<file path="src/rtl/div_pkg.sv">
// Shared definitions for the division request sequencer: FSM encoding,
// default timeout and the timeout-counter width helper.
package div_pkg;

  localparam int DIV_TIMEOUT_DEFAULT = 64;

  typedef enum logic [1:0] {
    ST_IDLE = 2'd0,
    ST_LOAD = 2'd1,
    ST_RUN  = 2'd2,
    ST_HOLD = 2'd3
  } div_state_e;

  // The counter must be able to hold TIMEOUT_CYCLES itself without wrapping.
  function automatic int timer_width(input int cycles);
    return $clog2(cycles + 1);
  endfunction

endpackage

</file>
<file path="src/rtl/div_request_sequencer_if.sv">
// Job, result and divider-side signals of the request sequencer.
// The slave modport is the sequencer; master is the surrounding system.
interface div_request_sequencer_if #(
  parameter int BITS = 16
) ();

  logic            in_valid;
  logic            in_ready;
  logic [BITS-1:0] in_dividend;
  logic [BITS-1:0] in_divisor;

  logic            out_valid;
  logic            out_ready;
  logic [BITS-1:0] out_quotient;
  logic            out_error;
  logic            out_timeout;

  logic [BITS-1:0] div_dividend;
  logic [BITS-1:0] div_divisor;
  logic            div_reset;
  logic            div_ready;
  logic [BITS-1:0] div_result;

  modport slave (
    input  in_valid, in_dividend, in_divisor, out_ready, div_ready, div_result,
    output in_ready, out_valid, out_quotient, out_error, out_timeout,
           div_dividend, div_divisor, div_reset
  );

  modport master (
    output in_valid, in_dividend, in_divisor, out_ready, div_ready, div_result,
    input  in_ready, out_valid, out_quotient, out_error, out_timeout,
           div_dividend, div_divisor, div_reset
  );

endinterface

</file>
<file path="src/rtl/div_request_sequencer_timer.sv">
// RUN-cycle counter: cleared outside RUN, saturates at TIMEOUT_CYCLES and
// flags the cycle in which the last permitted RUN cycle completes.
module div_request_sequencer_timer
  import div_pkg::*;
#(
  parameter int TIMEOUT_CYCLES = DIV_TIMEOUT_DEFAULT
) (
  input  logic clk,
  input  logic reset,
  input  logic clear_i,
  input  logic inc_i,
  output logic expired_o
);

  localparam int            CW   = timer_width(TIMEOUT_CYCLES);
  localparam logic [CW-1:0] LAST = CW'(TIMEOUT_CYCLES - 1);
  localparam logic [CW-1:0] CAP  = CW'(TIMEOUT_CYCLES);

  logic [CW-1:0] count_q, count_d;

  always_comb begin
    count_d = count_q;
    if (clear_i) begin
      count_d = '0;
    end else if (inc_i && (count_q != CAP)) begin
      count_d = count_q + 1'b1;
    end
  end

  always_ff @(posedge clk) begin
    if (!reset) begin
      count_q <= '0;
    end else begin
      count_q <= count_d;
    end
  end

  assign expired_o = inc_i && (count_q == LAST);

endmodule

</file>
<file path="src/rtl/div_request_sequencer.sv">
// Sequences one division job at a time through an external SAR divider,
// bypassing it for zero operands and abandoning it after a RUN timeout.
module div_request_sequencer
  import div_pkg::*;
#(
  parameter int BITS           = 16,
  parameter int TIMEOUT_CYCLES = DIV_TIMEOUT_DEFAULT
) (
  input  logic                   clk,
  input  logic                   reset,
  div_request_sequencer_if.slave bus,
  output logic                   busy
);

  div_state_e      state_q, state_d;
  logic [BITS-1:0] dividend_q, dividend_d;
  logic [BITS-1:0] divisor_q, divisor_d;
  logic [BITS-1:0] quotient_q, quotient_d;
  logic            error_q, error_d;
  logic            timeout_q, timeout_d;
  logic            accept;
  logic            expired;

  div_request_sequencer_timer #(
    .TIMEOUT_CYCLES(TIMEOUT_CYCLES)
  ) u_timer (
    .clk      (clk),
    .reset    (reset),
    .clear_i  (state_q != ST_RUN),
    .inc_i    (state_q == ST_RUN),
    .expired_o(expired)
  );

  // Outputs are gated by reset so they read idle during the reset cycle itself.
  assign bus.in_ready     = reset && (state_q == ST_IDLE);
  assign bus.out_valid    = reset && (state_q == ST_HOLD);
  assign busy             = reset && (state_q != ST_IDLE);
  assign bus.div_reset    = !reset || (state_q == ST_LOAD);
  assign bus.div_dividend = dividend_q;
  assign bus.div_divisor  = divisor_q;
  assign bus.out_quotient = quotient_q;
  assign bus.out_error    = error_q;
  assign bus.out_timeout  = timeout_q;

  assign accept = bus.in_valid && bus.in_ready;

  always_comb begin
    state_d    = state_q;
    dividend_d = dividend_q;
    divisor_d  = divisor_q;
    quotient_d = quotient_q;
    error_d    = error_q;
    timeout_d  = timeout_q;

    case (state_q)
      ST_IDLE: begin
        if (accept) begin
          dividend_d = bus.in_dividend;
          divisor_d  = bus.in_divisor;
          if ((bus.in_divisor == '0) || (bus.in_dividend == '0)) begin
            state_d    = ST_HOLD;
            quotient_d = '0;
            error_d    = (bus.in_divisor == '0);
            timeout_d  = 1'b0;
          end else begin
            state_d = ST_LOAD;
          end
        end
      end
      ST_LOAD: state_d = ST_RUN;
      ST_RUN: begin
        // div_ready is tested first so a completion on the timeout edge wins.
        if (bus.div_ready) begin
          state_d    = ST_HOLD;
          quotient_d = bus.div_result;
          error_d    = 1'b0;
          timeout_d  = 1'b0;
        end else if (expired) begin
          state_d    = ST_HOLD;
          quotient_d = bus.div_result;
          error_d    = 1'b0;
          timeout_d  = 1'b1;
        end
      end
      ST_HOLD: begin
        if (bus.out_ready) begin
          state_d = ST_IDLE;
        end
      end
      default: state_d = ST_IDLE;
    endcase
  end

  always_ff @(posedge clk) begin
    if (!reset) begin
      state_q    <= ST_IDLE;
      dividend_q <= '0;
      divisor_q  <= '0;
      quotient_q <= '0;
      error_q    <= 1'b0;
      timeout_q  <= 1'b0;
    end else begin
      state_q    <= state_d;
      dividend_q <= dividend_d;
      divisor_q  <= divisor_d;
      quotient_q <= quotient_d;
      error_q    <= error_d;
      timeout_q  <= timeout_d;
    end
  end

endmodule

</file>
<file path="src/flat_wrapper.sv">
// flat-port wrapper written by rule: the top's interface ports become plain ports
module div_request_sequencer_flat import div_pkg::*;
#(
  parameter int BITS           = 16,
  parameter int TIMEOUT_CYCLES = DIV_TIMEOUT_DEFAULT
)
  (clk, reset, busy, bus_in_valid, bus_in_dividend, bus_in_divisor, bus_out_ready, bus_div_ready, bus_div_result, bus_in_ready, bus_out_valid, bus_out_quotient, bus_out_error, bus_out_timeout, bus_div_dividend, bus_div_divisor, bus_div_reset);
  div_request_sequencer_if #(.BITS(BITS)) bus_i ();
  input  logic clk;
  input  logic reset;
  output logic busy;
  input wire logic [$bits(bus_i.in_valid)-1:0] bus_in_valid;
  input wire logic [$bits(bus_i.in_dividend)-1:0] bus_in_dividend;
  input wire logic [$bits(bus_i.in_divisor)-1:0] bus_in_divisor;
  input wire logic [$bits(bus_i.out_ready)-1:0] bus_out_ready;
  input wire logic [$bits(bus_i.div_ready)-1:0] bus_div_ready;
  input wire logic [$bits(bus_i.div_result)-1:0] bus_div_result;
  output wire logic [$bits(bus_i.in_ready)-1:0] bus_in_ready;
  output wire logic [$bits(bus_i.out_valid)-1:0] bus_out_valid;
  output wire logic [$bits(bus_i.out_quotient)-1:0] bus_out_quotient;
  output wire logic [$bits(bus_i.out_error)-1:0] bus_out_error;
  output wire logic [$bits(bus_i.out_timeout)-1:0] bus_out_timeout;
  output wire logic [$bits(bus_i.div_dividend)-1:0] bus_div_dividend;
  output wire logic [$bits(bus_i.div_divisor)-1:0] bus_div_divisor;
  output wire logic [$bits(bus_i.div_reset)-1:0] bus_div_reset;
  assign bus_i.in_valid = bus_in_valid;
  assign bus_i.in_dividend = bus_in_dividend;
  assign bus_i.in_divisor = bus_in_divisor;
  assign bus_i.out_ready = bus_out_ready;
  assign bus_i.div_ready = bus_div_ready;
  assign bus_i.div_result = bus_div_result;
  assign bus_in_ready = bus_i.in_ready;
  assign bus_out_valid = bus_i.out_valid;
  assign bus_out_quotient = bus_i.out_quotient;
  assign bus_out_error = bus_i.out_error;
  assign bus_out_timeout = bus_i.out_timeout;
  assign bus_div_dividend = bus_i.div_dividend;
  assign bus_div_divisor = bus_i.div_divisor;
  assign bus_div_reset = bus_i.div_reset;
  div_request_sequencer #(.BITS(BITS), .TIMEOUT_CYCLES(TIMEOUT_CYCLES)) u_core (.clk(clk), .reset(reset), .bus(bus_i), .busy(busy));
endmodule
</file>
<file path="config.mk">
export PLATFORM = sky130hd
export DESIGN_NAME = div_request_sequencer_flat
export DESIGN_NICKNAME = d
export VERILOG_FILES = /design/src/rtl/div_pkg.sv /design/src/rtl/div_request_sequencer_if.sv /design/src/rtl/div_request_sequencer_timer.sv /design/src/rtl/div_request_sequencer.sv /design/src/flat_wrapper.sv
export SDC_FILE = /design/constraint.sdc
export NUM_CORES = 1
export LEC_CHECK = 0
export CORE_ASPECT_RATIO = 0.5
export CORE_MARGIN = 3
export CORE_UTILIZATION = 43
export CTS_BUF_LIST = sky130_fd_sc_hd__clkbuf_4
export CTS_CLUSTER_DIAMETER = 120
export DETAILED_ROUTE_END_ITERATION = 10
export MAX_ROUTING_LAYER = met4
export PLACE_DENSITY = 0.82
export SLEW_MARGIN = 15
export SYNTH_ARGS = -nofsm -noshare
export SYNTH_HDL_FRONTEND = slang
export SYNTH_SLANG_ARGS = --single-unit
</file>
<file path="constraint.sdc">
create_clock -name clk -period 2.5 [get_ports clk]
set_input_delay 0.5 -clock clk [delete_from_list [all_inputs] [get_ports clk]]
set_output_delay 0.5 -clock clk [all_outputs]
set_load 0.05 [all_outputs]
</file>
==> metrics.md <==
| Metric | Value |
|---|---|
| Period Utilization, post-route | `84.5%` |
| CP Data Required Time | `2000 ps` |
| Setup bufs post-CTS | `0` |
| Clock root buffer | `clkbuf_4` |
| Post-synthesis register bit count | `59` |
| Total iterations of the first detailed-routing run | `4` |
| Via count | `2,397` |
| First DRT Iteration DRCs | `86` |
| Worst setup path endpoint | `busy` |
| Layout filler cell count | `420` |
| Worst Skew | `11.6 ps` |
| Hold Buf Count CTS | `0` |
| Layout Cells excl Fill | `472` |
| Synth Instances | `294` |
| Count of unique library cells instantiated by Yosys | `31` |
| Static Leak | `1.57 nW` |
| Peak supply drop | `0.463 mV` |
| RSZ-0062 raised after global routing | `no` |
| Dpl cells | `458` |
| Die Span X | `112 um` |
| Final setup margin | `388 ps` |
| Crit path arrival time | `1610 ps` |
| Synth Area per Inst | `8.25 sq um` |
| Total grt overflow | `0` |
| First-pass GRT wire length | `10.9 mm` |
| Worst setup EP type | `primary output` |
| Die Y | `59.1 um` |
| RePlAce Congestion | `0.819` |
| Hold Fails Final Rpt | `0` |
| Status | `completed` |
| Reg-to-reg endpoint | `u_core.bus.out_quotient[5]$_SDFFE_PN0P_` |
| Worst slew margin | `64.4%` |
| Nets | `458` |
| Starting density of the core | `46.8%` |
| Layout cells sized above 1 | `6.47%` |
| CTS buffer count | `9` |
| Area Overhead vs Synth | `50.7%` |
| Clock Path Buffers | `2` |
| Vias per cell | `5.08` |
| # DRC | `0` |
| # diodes | `0` |
| Max Cap Viol | `0` |
| Clk slew on worst S/H paths | `90 ps` |
| Final wirelength | `6.60 mm` |
| CTS resizes | `0` |
| Core Footprint | `5180 sq um` |
| Synthesis warning total | `0` |
| Top-level I/O count | `107` |
| Hold/Removal Path Class | `register to register` |
| Final Setup Violations | `0` |
| Largest net degree at the start of global routing | `36` |
| Htree depth | `3` |
| Actual slew at the worst max-slew pin | `532 ps` |
| Total die area | `6630 sq um` |
| Max Fclk | `473 MHz` |
| HPWL after DPL | `5.04 mm` |
| Min cycle time layout | `2110 ps` |
| Reg-to-reg slack, setup | `580 ps` |
| WL/cell | `14.0 um` |
| Critical Path Source | `u_core.state_q[0]$_SDFFE_PN0P_` |
| ANT nets after route | `0` |
| Syn_nets | `353` |
| Clock Latency Late Sink | `380 ps` |
| CP startpoint kind | `register` |
| Crit path kind | `register to primary output` |
| Port bufs | `106` |
| Clk sinks | `59` |
| Rows | `18` |
| Post-synth design cell area | `2430 sq um` |
| Reg2reg start | `u_core.state_q[0]$_SDFFE_PN0P_` |
| CTS tree | `built` |
| Total GRT Usage | `20.8%` |
| Crit path max fanout | `10` |
| Vias in the first global route | `2,413` |
| R2R cell count | `7` |
| Power density cells | `769 nW/um^2` |
| Slew Limit Fails | `0` |
| Post-synthesis sequential area ratio | `48.7%` |
| Dpl ws | `1.85 ps` |
| Setup TNS Final | `0 ps` |
| Initial antenna violation count | `0` |
[placed cells by master (no fill, tap or decap), types with 2 or more instances in the layout]
master and instances:
nor2b_1 4, nand2b_1 2, ha_1 6, buf_12 4, o21ai_0 2, nand3b_1 3
a31o_2 2, inv_1 5, a21oi_1 5, buf_4 7, clkinv_1 2, nor4_1 8
clkbuf_4 9, o31a_1 2, nand2_1 102, or3_1 2, nor2_1 5, xor2_1 2
nand3_1 36, clkdlybuf4s50_1 101, mux2i_1 18, nand4_1 2, clkinv_2 3, and2_1 3
dfxtp_1 59
[worst min path at each step]
stage,start,to,cells after the start
CTS,u_core.bus.div_divisor[1]$_SDFFE_PN0P_,u_core.bus.div_divisor[1]$_SDFFE_PN0P_,2
global placement,u_core.bus.div_dividend[7]$_SDFFE_PN0P_,u_core.bus.div_dividend[7]$_SDFFE_PN0P_,2
floorplan,u_core.u_timer.count_q[5]$_SDFFE_PP0P_,u_core.u_timer.count_q[5]$_SDFFE_PP0P_,2
global route,u_core.bus.div_dividend[13]$_SDFFE_PN0P_,u_core.bus.div_dividend[13]$_SDFFE_PN0P_,2
detailed placement,u_core.bus.div_dividend[2]$_SDFFE_PN0P_,u_core.bus.div_dividend[2]$_SDFFE_PN0P_,2
finish,u_core.bus.div_dividend[15]$_SDFFE_PN0P_,u_core.bus.div_dividend[15]$_SDFFE_PN0P_,2
[cell type report]
class	count	area, sq um	area share, %
tap	70	87.6	2.39
sequential	59	1180	32.3
multi-input combinational	211	1130	30.9
clock inverter	5	22.5	0.616
timing repair buffer	113	1150	31.4
clock buffer	9	67.6	1.85
inverter	5	18.8	0.513
[sequential cells by signal (all words and copies together) (netlist names)]
signal	flops
u_core.state_q	2
u_core.bus.div_divisor	16
u_core.bus.div_dividend	16
u_core.bus.out_error	1
u_core.bus.out_quotient	16
u_core.bus.out_timeout	1
u_core.u_timer.count_q	7
[synth_stat cells]
| library cell | n | share of area [%] |
|---|---|---|
| nand2_1 | 102 | 16 |
| dfxtp_1 | 59 | 49 |
| nand3_1 | 36 | 7.4 |
| mux2i_1 | 18 | 7.4 |
| clkbuf_1 | 11 | 1.7 |
| nor4_1 | 8 | 2.1 |
| ha_1 | 6 | 3.1 |
| a21oi_1 | 5 | 1.0 |
| inv_1 | 5 | 0.77 |
| nor2_1 | 5 | 0.77 |
| buf_2 | 4 | 0.83 |
| nor2b_1 | 4 | 1.0 |
| and2_1 | 3 | 0.77 |
| nand3b_1 | 3 | 0.93 |
| a31o_2 | 2 | 0.72 |
| buf_6 | 2 | 0.93 |
| nand2b_1 | 2 | 0.52 |
| nand4_1 | 2 | 0.52 |
| o21ai_0 | 2 | 0.41 |
| o31a_1 | 2 | 0.72 |
| or3_1 | 2 | 0.52 |
| xor2_1 | 2 | 0.72 |
| a311o_1 | 1 | 0.41 |
| and3_1 | 1 | 0.26 |
| buf_1 | 1 | 0.15 |
| buf_4 | 1 | 0.31 |
| nor3_1 | 1 | 0.21 |
| nor4b_1 | 1 | 0.36 |
| o21a_1 | 1 | 0.31 |
| o22ai_1 | 1 | 0.26 |
| xnor2_1 | 1 | 0.36 |
[per-stage QoR]
stage                     utilization [%]  area, sq um  hold WS [ps]  power, mW
final                                70.6         3660           456       2.81
after global routing                 70.6         3660           478       2.95
after CTS                            70.6         3660           462       2.83
after detailed placement             68.9         3570           449       2.33
after global placement               68.9         3570           441       2.31
after floorplan                         -         2430           471       1.90
[critical path: stages, from the launching register on]
cell and delay, ps:
dfxtp_1 410, inv_1 100, ha_1 320, nor2b_1 240, buf_12 170
[kinds of logic (layout without fill, tap and decap cells)]
logic type	Yosys count	in the layout	share of synthesized area, %
buffers and inverters	24	132	4.69
adder cells (fa/ha/maj)	6	6	3.09
AO/OA/AOI/OAI	14	14	3.87
AND/OR/NAND/NOR	170	170	31.1
flip-flops	59	59	48.7
multiplexers	18	18	7.43
XOR/XNOR	3	3	1.08
[layer usage]
layer,share of wire (%),up-vias,track usage [%]
li1,-,1202,-
met1,42,1127,22.9
met2,52,59,38.2
met3,4.5,9,5.71
met4,1.2,0,5.31
met5,0,-,-
[where the power goes]
group	internal, mW	total [mW]	switching (mW)
combinational	0.440	1.18	0.744
clock	0.182	0.497	0.315
sequential	1.06	1.13	0.0707
total	1.68	2.81	1.13
Note: power is estimated with default switching activity, not from simulation.
==> RTL change 1: new RTL, config.mk and constraints unchanged <==
Make the reset (`reset`) asynchronous in 2 clocked blocks.
--- a/src/rtl/div_request_sequencer_timer.sv
+++ b/src/rtl/div_request_sequencer_timer.sv
@@ -28,5 +28,5 @@
   end
 
-  always_ff @(posedge clk) begin
+  always_ff @(posedge clk or negedge reset) begin
     if (!reset) begin
       count_q <= '0;
--- a/src/rtl/div_request_sequencer.sv
+++ b/src/rtl/div_request_sequencer.sv
@@ -92,5 +92,5 @@
   end
 
-  always_ff @(posedge clk) begin
+  always_ff @(posedge clk or negedge reset) begin
     if (!reset) begin
       state_q    <= ST_IDLE;
Formal check against the unedited RTL: differs if reset is asserted again (counterexample within 4 cycles, from zero or initial values and one cycle with reset low); with reset held inactive, the same outputs for 10 cycles.
==> RTL change 1 against the unedited design <==
  * Sequential cell count unchanged
  * Count of clock-buffer cells in the layout increased by 1
  * Worst setup slack got worse by 0.17 ns
  * Die area increased by 9.3%
  * Via count decreased by 17%
  * Final area increased by 10%
  * Global-route usage decreased by 0.40 points
  * Routed wire length increased by 2.0%
  * Synthesized area increased by 10%
Power is not compared: it rests on default switching activity, and its combinational part moved more than twofold at a synthesized area within 25%.
==> RTL change 1: results (changes against the unedited design) <==
- Status: finished, final reports clean
- Initial DRC Count: 63 (-27%)
- Area contributors post-synth: dfrtp_1 (55%), mux2_2 (14%), mux2i_1 (6.7%), inv_1 (3.4%), ha_1 (2.8%)
- Vias in the first global route: 2149 (-11%)
- Total GRT Usage: 0.204 (-0.00404)
- Clk buf depth: 2 (unchanged)
- First-pass GRT wire length: 11000 microns (+0.95%)
- # Post-CTS Setup Buffers: 0 (unchanged)
- Total Nets Final: 386 (-16%)
- Worst-path fanout max: 14 (+4)
- Placed insts: 399 (-13%)
- Worst slack at placement: 0.0685 ns (+0.0667 ns)
- CTS Buf Count: 9 (unchanged)
- Final GP Congestion: 0.764 (-6.7%)
- Vias: 1987 (-17%)
- Tightest Hold Check Type: in -> async
- Synth Warn #: 0 (unchanged)
- Clk_lat worst skew: 0.40 ns (+0.02 ns)
- Vias per inst: 4.78 (-5.9%)
- Post-Place Cell Area: 0.00386 sq mm (+8.2%)
- Buffers added on ports: 106 (unchanged)
- Crit path DAT: 1.78 ns (+0.17 ns)
- Synth unique cells: 35 (+13%)
- Register area share after synthesis: 0.553 (+0.0658)
- Antenna diode count: 0 (unchanged)
- Syn Area/Cell: 12.6 sq um (+53%)
- Clock period minus worst slack: 2.28 ns (+0.167 ns)
- Wire per inst: 16.2 microns (+16%)
- H-tree Lvls: 3 (unchanged)
- Syn nets: 271 (-23%)
- Detailed placer's ending HPWL: 5150 microns (+2.2%)
- Proportion of layout cells with a drive suffix above 1: 0.196 (+0.131)
- Worst Skew: 0.00867 ns (-0.00297 ns)
- Clock slew at reported path FFs: 0.10 ns
- Initial antenna violation count: 0 (unchanged)
- Worst R2R Setup Slack: 0.55 ns (-0.03 ns)
- Hold WS: 0.515 ns (+0.0595 ns)
- Post-synth top cells: dfrtp_1 (59), mux2_2 (33), inv_1 (24)
- Worst slew margin: 0.641 (-0.00319)
- Share of flip-flops with an asynchronous set or reset: 1.00 (+1.00)
- Largest net degree at the start of global routing: 39 (+8.3%)
- Post-synth EDFFs: 0 (unchanged)
-- RTL change 1: cell count changes in the layout (fill, tap and decap cells not counted), sizes merged, moves of 19 or more --
cell and change:
dfrtp +59, dfxtp -59, inv +19, mux2 +33, nand2 -85, nand3 -32
-- RTL change 1: timing repair --
action	in CTS	in global routing
gates resized for setup	0	0
setup endpoints to repair	0	0
hold buffers	1	0
endpoints found under the hold margin	7	0
-- RTL change 1: kinds of logic (layout without fill, tap and decap cells) --
kind of cell	after synthesis	in the layout	synth area share
AO/OA/AOI/OAI	10	10	0.0333
buffers and inverters	33	153	0.0576
AND/OR/NAND/NOR	48	48	0.105
flip-flops	59	59	0.553
multiplexers	51	51	0.207
adder cells (fa/ha/maj)	6	6	0.0281
XOR/XNOR	5	5	0.0164
-- RTL change 1: cell type report --
type,instances,area [sq um]
clock buffer,10,75.1
clock inverter,6,80.1
fill,433,1700
inverter,24,90.1
multi-input combinational,120,1050
sequential,59,1480
tap,84,105
timing repair buffer,113,1150
-- RTL change 1: final timing paths --
check / startpoint / depth (start not counted) / end
hold / removal: reset / 2 / u_core.bus.div_dividend[5]$_DFFE_PN0P_
setup / recovery: reset / 4 / busy
max in group asynchronous: reset / 3 / u_core.bus.div_divisor[11]$_DFFE_PN0P_
min in group clk: u_core.bus.div_dividend[14]$_DFFE_PN0P_ / 1 / u_core.bus.div_dividend[14]$_DFFE_PN0P_
hold reg to reg: u_core.bus.div_dividend[14]$_DFFE_PN0P_ / 1 / u_core.bus.div_dividend[14]$_DFFE_PN0P_
setup reg to reg: u_core.state_q[0]$_DFFE_PN0P_ / 7 / u_core.bus.out_quotient[9]$_DFFE_PN0P_
-- RTL change 1: report_power, final --
| part | switching, W | internal [W] |
|---|---|---|
| Combinational | 0.00212 | 0.00130 |
| Clock | 0.000345 | 0.000409 |
| Sequential | 0.000234 | 0.00136 |
| Total | 0.00270 | 0.00306 |
-- RTL change 1: worst max-delay path, cell delays in order --
cell and delay, ns:
dlygate4sd3_1 0.52, buf_2 0.31, nor2b_1 0.27, buf_12 0.17
-- RTL change 1: layer usage --
| layer | track usage | vias up | part of all wire | wire length [microns] |
|---|---|---|---|---|
| met4 | 0.0700 | 0 | 0.014 | 92 |
| met3 | 0.0515 | 9 | 0.030 | 200 |
| met2 | 0.370 | 42 | 0.53 | 3590 |
| li1 | - | 954 | - | - |
| met1 | 0.231 | 982 | 0.42 | 2850 |
| met5 | - | - | 0 | 0 |
-- RTL change 1: stage by stage --
stage,utilization,power [W]
after floorplan,-,0.00386
after global placement,0.674,0.00494
after detailed placement,0.674,0.00505
after CTS,0.703,0.00582
after global routing,0.703,0.00604
final,0.703,0.00576
==> RTL change 2: new RTL, same settings <==
Without the edit above. The package constant `DIV_TIMEOUT_DEFAULT` goes from 64 to 128.
--- a/src/rtl/div_pkg.sv
+++ b/src/rtl/div_pkg.sv
@@ -3,5 +3,5 @@
 package div_pkg;
 
-  localparam int DIV_TIMEOUT_DEFAULT = 64;
+  localparam int DIV_TIMEOUT_DEFAULT = 128;
 
   typedef enum logic [1:0] {
Formal check against the unedited RTL: same outputs for any inputs over 10 cycles, from zero or initial values and one cycle with reset low; that may be too few to reach the edited logic, so the function may still have changed.
==> RTL change 2 against the unedited design <==
  * Power up 6.0%
  * Final area up 2.7%
  * Routed wire length up 6.1%
  * Clock power up 30%
  * Sequential cell count up 1
  * Die area up 3.1%
  * Worst setup slack worse by 0.039 ns
  * Critical path type unchanged
  * Largest power group unchanged
  * Synthesized area up 3.4%
  * Via count up 2.8%
  * Count of clock-buffer cells in the layout up 2
==> RTL change 2: results (changes against the unedited design) <==
- GR Util met3: 0.0758 (+0.0187)
- Vias: 2464 (+2.8%)
- DIE AREA: 0.00684 sq mm (+3.1%)
- Met1 GRT Util: 0.219 (-0.0105)
- Status: finished, final reports clean
- Signal buf overhead: 0.304 (-0.0103)
- Wire per inst: 14.6 microns (+4.6%)
- Post-Place Cell Area: 0.00363 sq mm (+1.8%)
- Worst slew margin: 0.643 (about the same)
- Synth Area in XOR/XNOR: 0.0209 (+0.0101)
- Metal2 WL: 3720 microns (+8.6%)
- Register area share after synthesis: 0.479 (-0.00805)
- Compound-cell area share of the yosys netlist: 0.0384 (-0.000276)
- Clock buffer count: 11 (+2)
- Largest net degree at the start of global routing: 34 (-5.6%)
- Vias in the first global route: 2584 (+7.1%)
- Worst Skew: 0.00819 ns (-0.00346 ns)
- Metal3 WL: 398 microns (+35%)
- Final GP Congestion: 0.792 (-3.3%)
- Period utilisation layout: 0.861 (+0.0158)
- Proportion of layout cells with a drive suffix above 1: 0.0611 (-0.00355)
- Post-Synthesis Cells: 302 (+2.7%)
- First-pass GRT wire length: 11400 microns (+4.3%)
- Fraction of area in multi-input gates: 0.315 (+0.00585)
- Worst slack at placement: 0.0880 ns (+0.0861 ns)
- Mux cell area share after synthesis: 0.0718 (-0.00244)
- Met2 usage: 0.404 (+0.0224)
- Final Cell Area: 0.00376 sq mm (+2.7%)
- Detailed placer's ending HPWL: 5290 microns (+5.0%)
- Worst R2R Setup Slack: 0.47 ns (-0.11 ns)
- Initial DRC Count: 177 (+110%)
- Multi-input gates: 217 (+2.8%)
- Area contributors post-synth: dfxtp_1 (48%), nand2_1 (15%), mux2i_1 (7.2%), nand3_1 (7.0%), ha_1 (3.0%)
[RTL change 2: cell types whose count changed in the layout (fill, tap and decap cells not counted), moves of 2 or more]
cell	change
clkinv_2	-3
nor2_1	+3
xor2_1	+3
a21oi_1	-2
and2_1	+2
clkbuf_4	+2
nand2_1	-2
o311ai_0	+2
[RTL change 2: final timing paths]
| path | startpoint | end |
|---|---|---|
| hold reg to reg | u_core.bus.div_dividend[10]$_SDFFE_PN0P_ | u_core.bus.div_dividend[10]$_SDFFE_PN0P_ |
| hold / removal | u_core.bus.div_dividend[10]$_SDFFE_PN0P_ | u_core.bus.div_dividend[10]$_SDFFE_PN0P_ |
| setup reg to reg | u_core.state_q[0]$_SDFFE_PN0P_ | u_core.bus.out_quotient[1]$_SDFFE_PN0P_ |
| setup / recovery | u_core.state_q[0]$_SDFFE_PN0P_ | busy |
